==> config.mk <==
export PLATFORM = sky130hd
export DESIGN_NAME = command_encoder_flat
export DESIGN_NICKNAME = d
export VERILOG_FILES = /design/src/rtl/command_encoder_if.sv /design/src/rtl/command_encoder.sv /design/src/flat_wrapper.sv
export SDC_FILE = /design/constraint.sdc
export NUM_CORES = 1
export LEC_CHECK = 0
export ABC_AREA = 1
export ABC_CLOCK_PERIOD_IN_PS = 2400
export CAP_MARGIN = 20
export CELL_PAD_IN_SITES_DETAIL_PLACEMENT = 0
export CELL_PAD_IN_SITES_GLOBAL_PLACEMENT = 1
export CORE_MARGIN = 2
export CORE_UTILIZATION = 35
export CTS_BUF_LIST = sky130_fd_sc_hd__clkbuf_8
export DETAILED_ROUTE_END_ITERATION = 8
export GPL_TIMING_DRIVEN = 1
export PLACE_DENSITY = 0.92
export SETUP_SLACK_MARGIN = 0.1
export SLEW_MARGIN = 25
export SYNTH_ARGS = -nofsm -noshare
export SYNTH_HDL_FRONTEND = slang
export SYNTH_SLANG_ARGS = --single-unit
==> constraint.sdc <==
create_clock -name clock -period 2.4 [get_ports clock]
set_input_delay 0.48 -clock clock [delete_from_list [all_inputs] [get_ports clock]]
set_output_delay 0.48 -clock clock [all_outputs]
set_load 0.02 [all_outputs]
==> src/rtl/command_encoder_if.sv <==
// Instruction-field handshake between the program loader and command_encoder.
// Latency: none (wires only).
// Backpressure: the slave holds in_ready low while it is not in its load state.
//
// Signals:
//   in_valid / in_ready / in_last : valid-ready handshake, last-of-program flag
//   kind, alu_op, ra, rb, cond, imm : decoded instruction fields
interface command_encoder_if;
  logic       in_valid;
  logic       in_ready;
  logic       in_last;
  logic [2:0] kind;
  logic [3:0] alu_op;
  logic [2:0] ra;
  logic [2:0] rb;
  logic [2:0] cond;
  logic [7:0] imm;

  modport master (
    output in_valid, in_last, kind, alu_op, ra, rb, cond, imm,
    input  in_ready
  );

  modport slave (
    input  in_valid, in_last, kind, alu_op, ra, rb, cond, imm,
    output in_ready
  );
endinterface

==> src/rtl/command_encoder.sv <==
// Packs decoded instruction fields into 16-bit COMMAND words and loads them into instruction RAM from address 0.
// Latency: handshake at edge N -> RAM write strobe during cycle N+1; one word every 2 cycles.
// Backpressure: in_ready is high only in LOAD; an illegal word parks the block in ERR until the next start.
//
// Ports:
//   clock, reset_n         : rising-edge clock, asynchronous active-low reset
//   start                  : opens a new load session (only from IDLE/DONE/ERR)
//   bus (slave)            : instruction fields with valid/ready/last
//   mem_we/mem_addr/mem_wdata : instruction RAM write port
//   count                  : words written this session
//   busy/done/err/full     : session status
module command_encoder #(
  parameter int ADDR_W = 8
) (
  input  logic              clock,
  input  logic              reset_n,
  input  logic              start,
  command_encoder_if.slave  bus,
  output logic              mem_we,
  output logic [ADDR_W-1:0] mem_addr,
  output logic [15:0]       mem_wdata,
  output logic [ADDR_W:0]   count,
  output logic              busy,
  output logic              done,
  output logic              err,
  output logic              full
);

  typedef enum logic [2:0] {IDLE, LOAD, WRITE, DONE, ERR} state_t;

  state_t      state;
  state_t      state_nxt;
  logic        last_q;
  logic [15:0] word;
  logic        legal;
  logic        take;
  logic        at_end;
  logic        restart;

  // in_ready is registered high exactly while in LOAD, so LOAD & in_valid is the handshake.
  assign take    = (state == LOAD) && bus.in_valid;
  assign at_end  = (mem_addr == {ADDR_W{1'b1}});
  assign restart = start && ((state == IDLE) || (state == DONE) || (state == ERR));

  // The word is encoded straight from the fields presented at the handshake and
  // captured into mem_wdata, so the write can go out in the very next cycle.
  always_comb begin
    word  = 16'h0000;
    legal = 1'b1;
    case (bus.kind)
      3'd0: begin
        word = {2'b11, bus.ra, bus.rb, bus.alu_op, bus.imm[3:0]};
        if ((bus.alu_op == 4'b0111) || (bus.alu_op == 4'b1110)) legal = 1'b0;
        if (bus.imm[7:4] != 4'h0) legal = 1'b0;
        // Only the shift group (10xx) may carry a non-zero shift amount.
        if ((bus.alu_op[3:2] != 2'b10) && (bus.imm[3:0] != 4'h0)) legal = 1'b0;
      end
      3'd1: word = {2'b00, bus.ra, bus.rb, bus.imm};
      3'd2: word = {2'b01, bus.ra, bus.rb, bus.imm};
      3'd3: word = {5'b10000, bus.rb, bus.imm};
      3'd4: word = {5'b10100, 3'b000, bus.imm};
      3'd5: begin
        word = {5'b10111, bus.cond, bus.imm};
        if (bus.cond > 3'd3) legal = 1'b0;
      end
      default: legal = 1'b0;
    endcase
  end

  always_comb begin
    state_nxt = state;
    case (state)
      IDLE, DONE, ERR: if (restart) state_nxt = LOAD;
      LOAD:            if (take) state_nxt = legal ? WRITE : ERR;
      WRITE:           state_nxt = (last_q || at_end) ? DONE : LOAD;
      default:         state_nxt = IDLE;
    endcase
  end

  // Status outputs are registered from the next state so they line up with it.
  always_ff @(posedge clock or negedge reset_n) begin
    if (!reset_n) begin
      state        <= IDLE;
      bus.in_ready <= 1'b0;
      mem_we       <= 1'b0;
      busy         <= 1'b0;
      done         <= 1'b0;
      err          <= 1'b0;
      full         <= 1'b0;
      mem_addr     <= '0;
      mem_wdata    <= 16'h0000;
      count        <= '0;
      last_q       <= 1'b0;
    end else begin
      state        <= state_nxt;
      bus.in_ready <= (state_nxt == LOAD);
      mem_we       <= (state_nxt == WRITE);
      busy         <= (state_nxt == LOAD) || (state_nxt == WRITE);
      done         <= (state_nxt == DONE);
      err          <= (state_nxt == ERR);

      if (restart) begin
        mem_addr <= '0;
        count    <= '0;
        full     <= 1'b0;
      end

      // Illegal words leave mem_wdata untouched; it only changes ahead of a write.
      if (take && legal) begin
        mem_wdata <= word;
        last_q    <= bus.in_last;
      end

      if (state == WRITE) begin
        count <= count + (ADDR_W + 1)'(1);
        // The top address is sticky: flag full instead of wrapping.
        if (at_end) full <= 1'b1;
        else        mem_addr <= mem_addr + ADDR_W'(1);
      end
    end
  end

endmodule

==> src/flat_wrapper.sv <==
// flat-port wrapper written by rule: the top's interface ports become plain ports
module command_encoder_flat 
#(
  parameter int ADDR_W = 8
)
  (clock, reset_n, start, mem_we, mem_addr, mem_wdata, count, busy, done, err, full, bus_in_valid, bus_in_last, bus_kind, bus_alu_op, bus_ra, bus_rb, bus_cond, bus_imm, bus_in_ready);
  command_encoder_if bus_i ();
  input  logic clock;
  input  logic reset_n;
  input  logic start;
  output logic mem_we;
  output logic [ADDR_W-1:0] mem_addr;
  output logic [15:0] mem_wdata;
  output logic [ADDR_W:0] count;
  output logic busy;
  output logic done;
  output logic err;
  output logic full;
  input wire logic [$bits(bus_i.in_valid)-1:0] bus_in_valid;
  input wire logic [$bits(bus_i.in_last)-1:0] bus_in_last;
  input wire logic [$bits(bus_i.kind)-1:0] bus_kind;
  input wire logic [$bits(bus_i.alu_op)-1:0] bus_alu_op;
  input wire logic [$bits(bus_i.ra)-1:0] bus_ra;
  input wire logic [$bits(bus_i.rb)-1:0] bus_rb;
  input wire logic [$bits(bus_i.cond)-1:0] bus_cond;
  input wire logic [$bits(bus_i.imm)-1:0] bus_imm;
  output wire logic [$bits(bus_i.in_ready)-1:0] bus_in_ready;
  assign bus_i.in_valid = bus_in_valid;
  assign bus_i.in_last = bus_in_last;
  assign bus_i.kind = bus_kind;
  assign bus_i.alu_op = bus_alu_op;
  assign bus_i.ra = bus_ra;
  assign bus_i.rb = bus_rb;
  assign bus_i.cond = bus_cond;
  assign bus_i.imm = bus_imm;
  assign bus_in_ready = bus_i.in_ready;
  command_encoder #(.ADDR_W(ADDR_W)) u_core (.clock(clock), .reset_n(reset_n), .start(start), .bus(bus_i), .mem_we(mem_we), .mem_addr(mem_addr), .mem_wdata(mem_wdata), .count(count), .busy(busy), .done(done), .err(err), .full(full));
endmodule
== Word-level counts from Yosys, hierarchy flattened ==
Cells that the tools add are included.
Cells by class
  $lt $le $gt $ge: 1
  mux-type cells: 19
  add/sub/neg operators: 2
  reductions and logical operators: 16
  equal/unequal tests: 17
Operators by type and width (number)
  $pmux W16 S6: 1
  $mux W8: 3
  $eq A3 B2 Y1 const B: 6
  $mux W9: 2
  $eq A3 B3 Y1 const B: 4
  $add A9 B1 Y9 const B: 1
  $eq A3 B1 Y1 const B: 3
  $mux W3: 3
  $pmux W3 S3: 1
  $add A8 B1 Y8 const B: 1
  $eq A8 B8 Y1 const B: 1
  $reduce_bool A4 Y1: 2
  $mux W1: 7
  $logic_not A3 Y1: 2
  $logic_or A1 B1 Y1: 5
  $eq A4 B3 Y1 const B: 1
  $eq A4 B4 Y1 const B: 1
  $logic_and A1 B1 Y1: 4
  $reduce_or A4 Y1: 1
  $gt A3 B2 Y1 const B: 1
  $pmux W1 S3: 1
  $reduce_or A3 Y1: 1
  $mux W2: 1
  $ne A2 B2 Y1 const B: 1
  $reduce_bool A2 Y1: 1
Word-level totals
  input bits: 29
  flip-flop bits (word level): 43
  word-level logic and storage cells: 66
  output and inout bits: 39

== Logic depth before layout (Yosys ltp) ==
  depth after elaboration: 11
  depth in mapped cells: 11
  gate-level depth less buffers: 10

== Least setup slack after synthesis ==
Ideal clock, no wire load.
  path type: flip-flop to flip-flop
  start: register u_core.mem_addr[0]
  end: register u_core.bus.in_ready
  setup slack: 0.862 ns
  clock period less this slack: 1.538 ns
  data required time: 2.278 ns
  arrival time: 1.416 ns
  stages on the path, launching flop included: 11
  path buffers: 0
  cells stage by stage: dfrtp_1 > ha_1 > nand2_1 > inv_1 > nand2_1 > nor2_1 > nand2_1 > nand2_1 > inv_1 > nand2_1 > nor2_1
Between the ends
  cells in the longest elaborated chain, start to end: 5
Ends and longest elaborated chain
  start: declaration: line command_encoder.sv:20  | output logic [ADDR_W-1:0] mem_addr,
  start signal: assignment: line command_encoder.sv:118  | else mem_addr <= mem_addr + ADDR_W'(1);
  $eq A8 B8 Y1: line command_encoder.sv:42  | assign at_end = (mem_addr == {ADDR_W{1'b1}});
  $logic_or A1 B1 Y1: line command_encoder.sv:75  | WRITE: state_nxt = (last_q || at_end) ? DONE : LOAD;
  $mux W2: line command_encoder.sv:75
  $pmux W3 S3: line command_encoder.sv:72  | case (state)
  net u_core.state_nxt[1]: line command_encoder.sv:32  | state_t state_nxt;
  $eq A3 B1 Y1: line command_encoder.sv:96  | bus.in_ready <= (state_nxt == LOAD);
  end signal: assignment: line command_encoder.sv:96
  end: declaration: line command_encoder_if.sv:26  | output in_ready
The timed path passes the listed nets, and every way through them passes these cells.
A chain may end at the register's enable or synchronous reset.

== Worst setup path in the final report ==
  start: input port bus_kind[1]
  end: register u_core.bus.in_ready
Between the ends
  cells in the longest elaborated chain, start to end: 7
  elaborated cells between the ends (all ways): 12
  classes of those cells: eq/ne (6); mux (4); reduce/logical (2)
Ends and longest elaborated chain
  start: declaration: line flat_wrapper.sv:21  | input wire logic [$bits(bus_i.kind)-1:0] bus_kind;
  $eq A3 B1 Y1 (tied with other cells): line command_encoder.sv:50  | case (bus.kind)
  $reduce_or A4 Y1 (no source line)
  $pmux W1 S3 *: line command_encoder.sv:50
  $mux W3 * (2 in a row): line command_encoder.sv:74  | LOAD: if (take) state_nxt = legal ? WRITE : ERR;
  $pmux W3 S3 *: line command_encoder.sv:72
  net u_core.state_nxt[1]: line command_encoder.sv:32
  $eq A3 B1 Y1 *: line command_encoder.sv:96
Mark *: on every way through the listed nets, which the timed path passes. The rest lies on a longest branch.

==> impl_metrics.toml <==
[clocking]
ctsHoldBuffers = 0
path_clk_slew_ps = 80
postCtsSetupBuffers = 0
cts-resized-gates = 0
cts_tree = "done"
htree_levels = 2
cts.sinks = 43
clock_latency_ps = 290
clockRootBuffer = "clkbuf_8"
clock_path_buffers = 2
cts_buffers = 5

[setup_path]
cp-start-kind = "input pin"
cp_max_fo = 21
reg2reg_slack_ps = 770
crit_type = "input pin to flop"
endpoint_kind = "flop"
worst_ep_required_time_ps = 2570
crit_arrival_ps = 2030

[grt]
grt_overflow = 0
grt_antenna_before_repair = 0
grt_pass1_vias = 2092
grt_pass1_wl_um = 9210
grt_start_max_net_pins = 23
grt_use_total_pct = 15.3

[timing]
setup_viol = 0
period_share_pct = 77.5
min_period_ps = 1860
fmax_ghz = 0.538
hold_viol = 0
hold_ws_ps = 10.9
relSlewSlack_pct = 78.2
setup_tns_ps = 0
worst-slew-pin-transition_ps = 325
rsz0062_at_grt = "false"
fin_skew_ps = 7.47
final.setup.worst_slack_ps = 540
drv_slew = 0

[place]
dp_hpwl_um = 3960
port_buffers = 67
pre_cts_slack_ps = 225
dpl.cell_count = 451
place_congestion = 0.761

[finish]
final_cells = 459
final_cell_mix = "114 x nand2_1, 66 x clkdlybuf4s50_1, 43 x dfrtp_1, 39 x nand3_1, 32 x inv_1"
fillers = 622
final_common_cell = "nand2_1"
antenna_cells = 0
area_growth_pct = 37.6
fin_util_pct = 49.5
final_layout_size_suffix_gt1_share_pct = 6.54
nNetsFinal = 412

[detailed_routing]
wl_um = 5090
vias = 2141
wl_per_cell_um = 11.1
dr.pass1.iters = 4
drc = 0
ant_nets = 0
dr.first_iter.drc_count = 82
drt-vias-per-instance = 4.66

[run]
maxCapViolations = 0

[logic_synthesis]
ys_types = 24
synthCells = 307
yosysWarnings = 0
synth_seq_area_share_pct = 47.4
synthesis.area_um2 = 2270
synth-seq-cells = 43
synth_fp_nets = 338
synth.avg_cell_area_um2 = 7.40

[min_path]
min_path_type = "input pin to async pin"

[power]
ir_drop_mv = 0.373
p_leak_nw = 1.54
powerDensity_nw_per_um2 = 903

[floorplan]
io_pins = 68
die_y_um = 84.6
core_area_um2 = 6310
rows = 29
die_w_um = 84.6
start_util_pct = 36.0
die-area_um2 = 7150

[status]
outcome = "finished, final reports clean"
==> Yosys cell counts (all sizes together) <==
| cell | n | share of area [%] |
|---|---|---|
| a21oi | 6 | 1.3 |
| buf | 6 | 2.5 |
| dfrtp | 43 | 47 |
| ha | 2 | 1.1 |
| inv | 34 | 5.8 |
| nand2 | 119 | 21 |
| nand3 | 39 | 8.6 |
| nand3b | 1 | 0.33 |
| nand4 | 2 | 0.55 |
| nor2 | 31 | 5.2 |
| nor3 | 2 | 0.44 |
| nor4 | 1 | 0.94 |
| o21ai | 18 | 4.0 |
| o22ai | 1 | 0.28 |
| or2 | 1 | 0.28 |
| xor2 | 1 | 0.39 |
==> worst max-delay path, cell delays in order <==
cell	delay, ps
clkdlybuf4s50_1	500
nor2_1	180
nand2_1	110
nor2_1	110
nand3_1	120
nand2_4	190
nand2_4	180
nand2_1	120
nor2_1	40
==> power breakdown <==
group	switching [mW]	internal [mW]	total, mW
combinational	0.686	0.543	1.23
clock	0.236	0.262	0.498
sequential	0.152	0.943	1.09
==> sequential cells by signal, indices dropped and copies added (netlist names) <==
name	count
u_core.bus.in_ready	1
u_core.busy	1
u_core.count	9
u_core.done	1
u_core.err	1
u_core.full	1
u_core.last_q	1
u_core.mem_addr	8
u_core.mem_wdata	16
u_core.mem_we	1
u_core.state	3
==> routing by layer <==
layer	routed length, um	GRT usage (%)
met1	2220	19.0
met2	2500	26.9
met3	333	3.93
met4	31	3.03
met5	0	0
==> layout make-up <==
cell class / instances / area (um2) / area share [%]
multi-input combinational: 224 / 1010 / 32.2
clock buffer: 7 / 96.3 / 3.08
tap: 77 / 96.3 / 3.08
clock inverter: 1 / 7.51 / 0.240
inverter: 34 / 133 / 4.24
sequential: 43 / 1080 / 34.4
timing repair buffer: 73 / 711 / 22.7
==> path summary, 6_finish.rpt <==
path | start | end | depth (start not counted)
max in group asynchronous | reset_n | u_core.mem_wdata[5] | 2
min in group clock | u_core.mem_wdata[13] | u_core.mem_wdata[13] | 2
worst min register to register | u_core.mem_wdata[13] | u_core.mem_wdata[13] | 2
worst min-delay path | reset_n | u_core.mem_addr[4] | 1
worst max register to register | u_core.mem_addr[0] | u_core.bus.in_ready | 10
worst max-delay path | bus_kind[1] | u_core.bus.in_ready | 9
==> per-stage QoR <==
step | cell area [um2] | power, mW
2_1_floorplan | 2270 | 1.79
3_3_place_gp | 3020 | 2.35
3_5_place_dp | 3020 | 2.36
4_1_cts | 3130 | 2.87
5_1_grt | 3130 | 3.05
6_report | 3130 | 2.82
==> cell families (layout without fill, tap and decap cells) <==
logic type / Yosys count / in the layout / share of synthesized area (%)
fa+ha+maj: 2 / 2 / 1.10
simple gates: 196 / 196 / 37.2
flops: 43 / 43 / 47.4
buf+inv: 40 / 115 / 8.37
compound gates: 25 / 25 / 5.56
xor+xnor: 1 / 1 / 0.386
(Power assumes the default switching activity.)
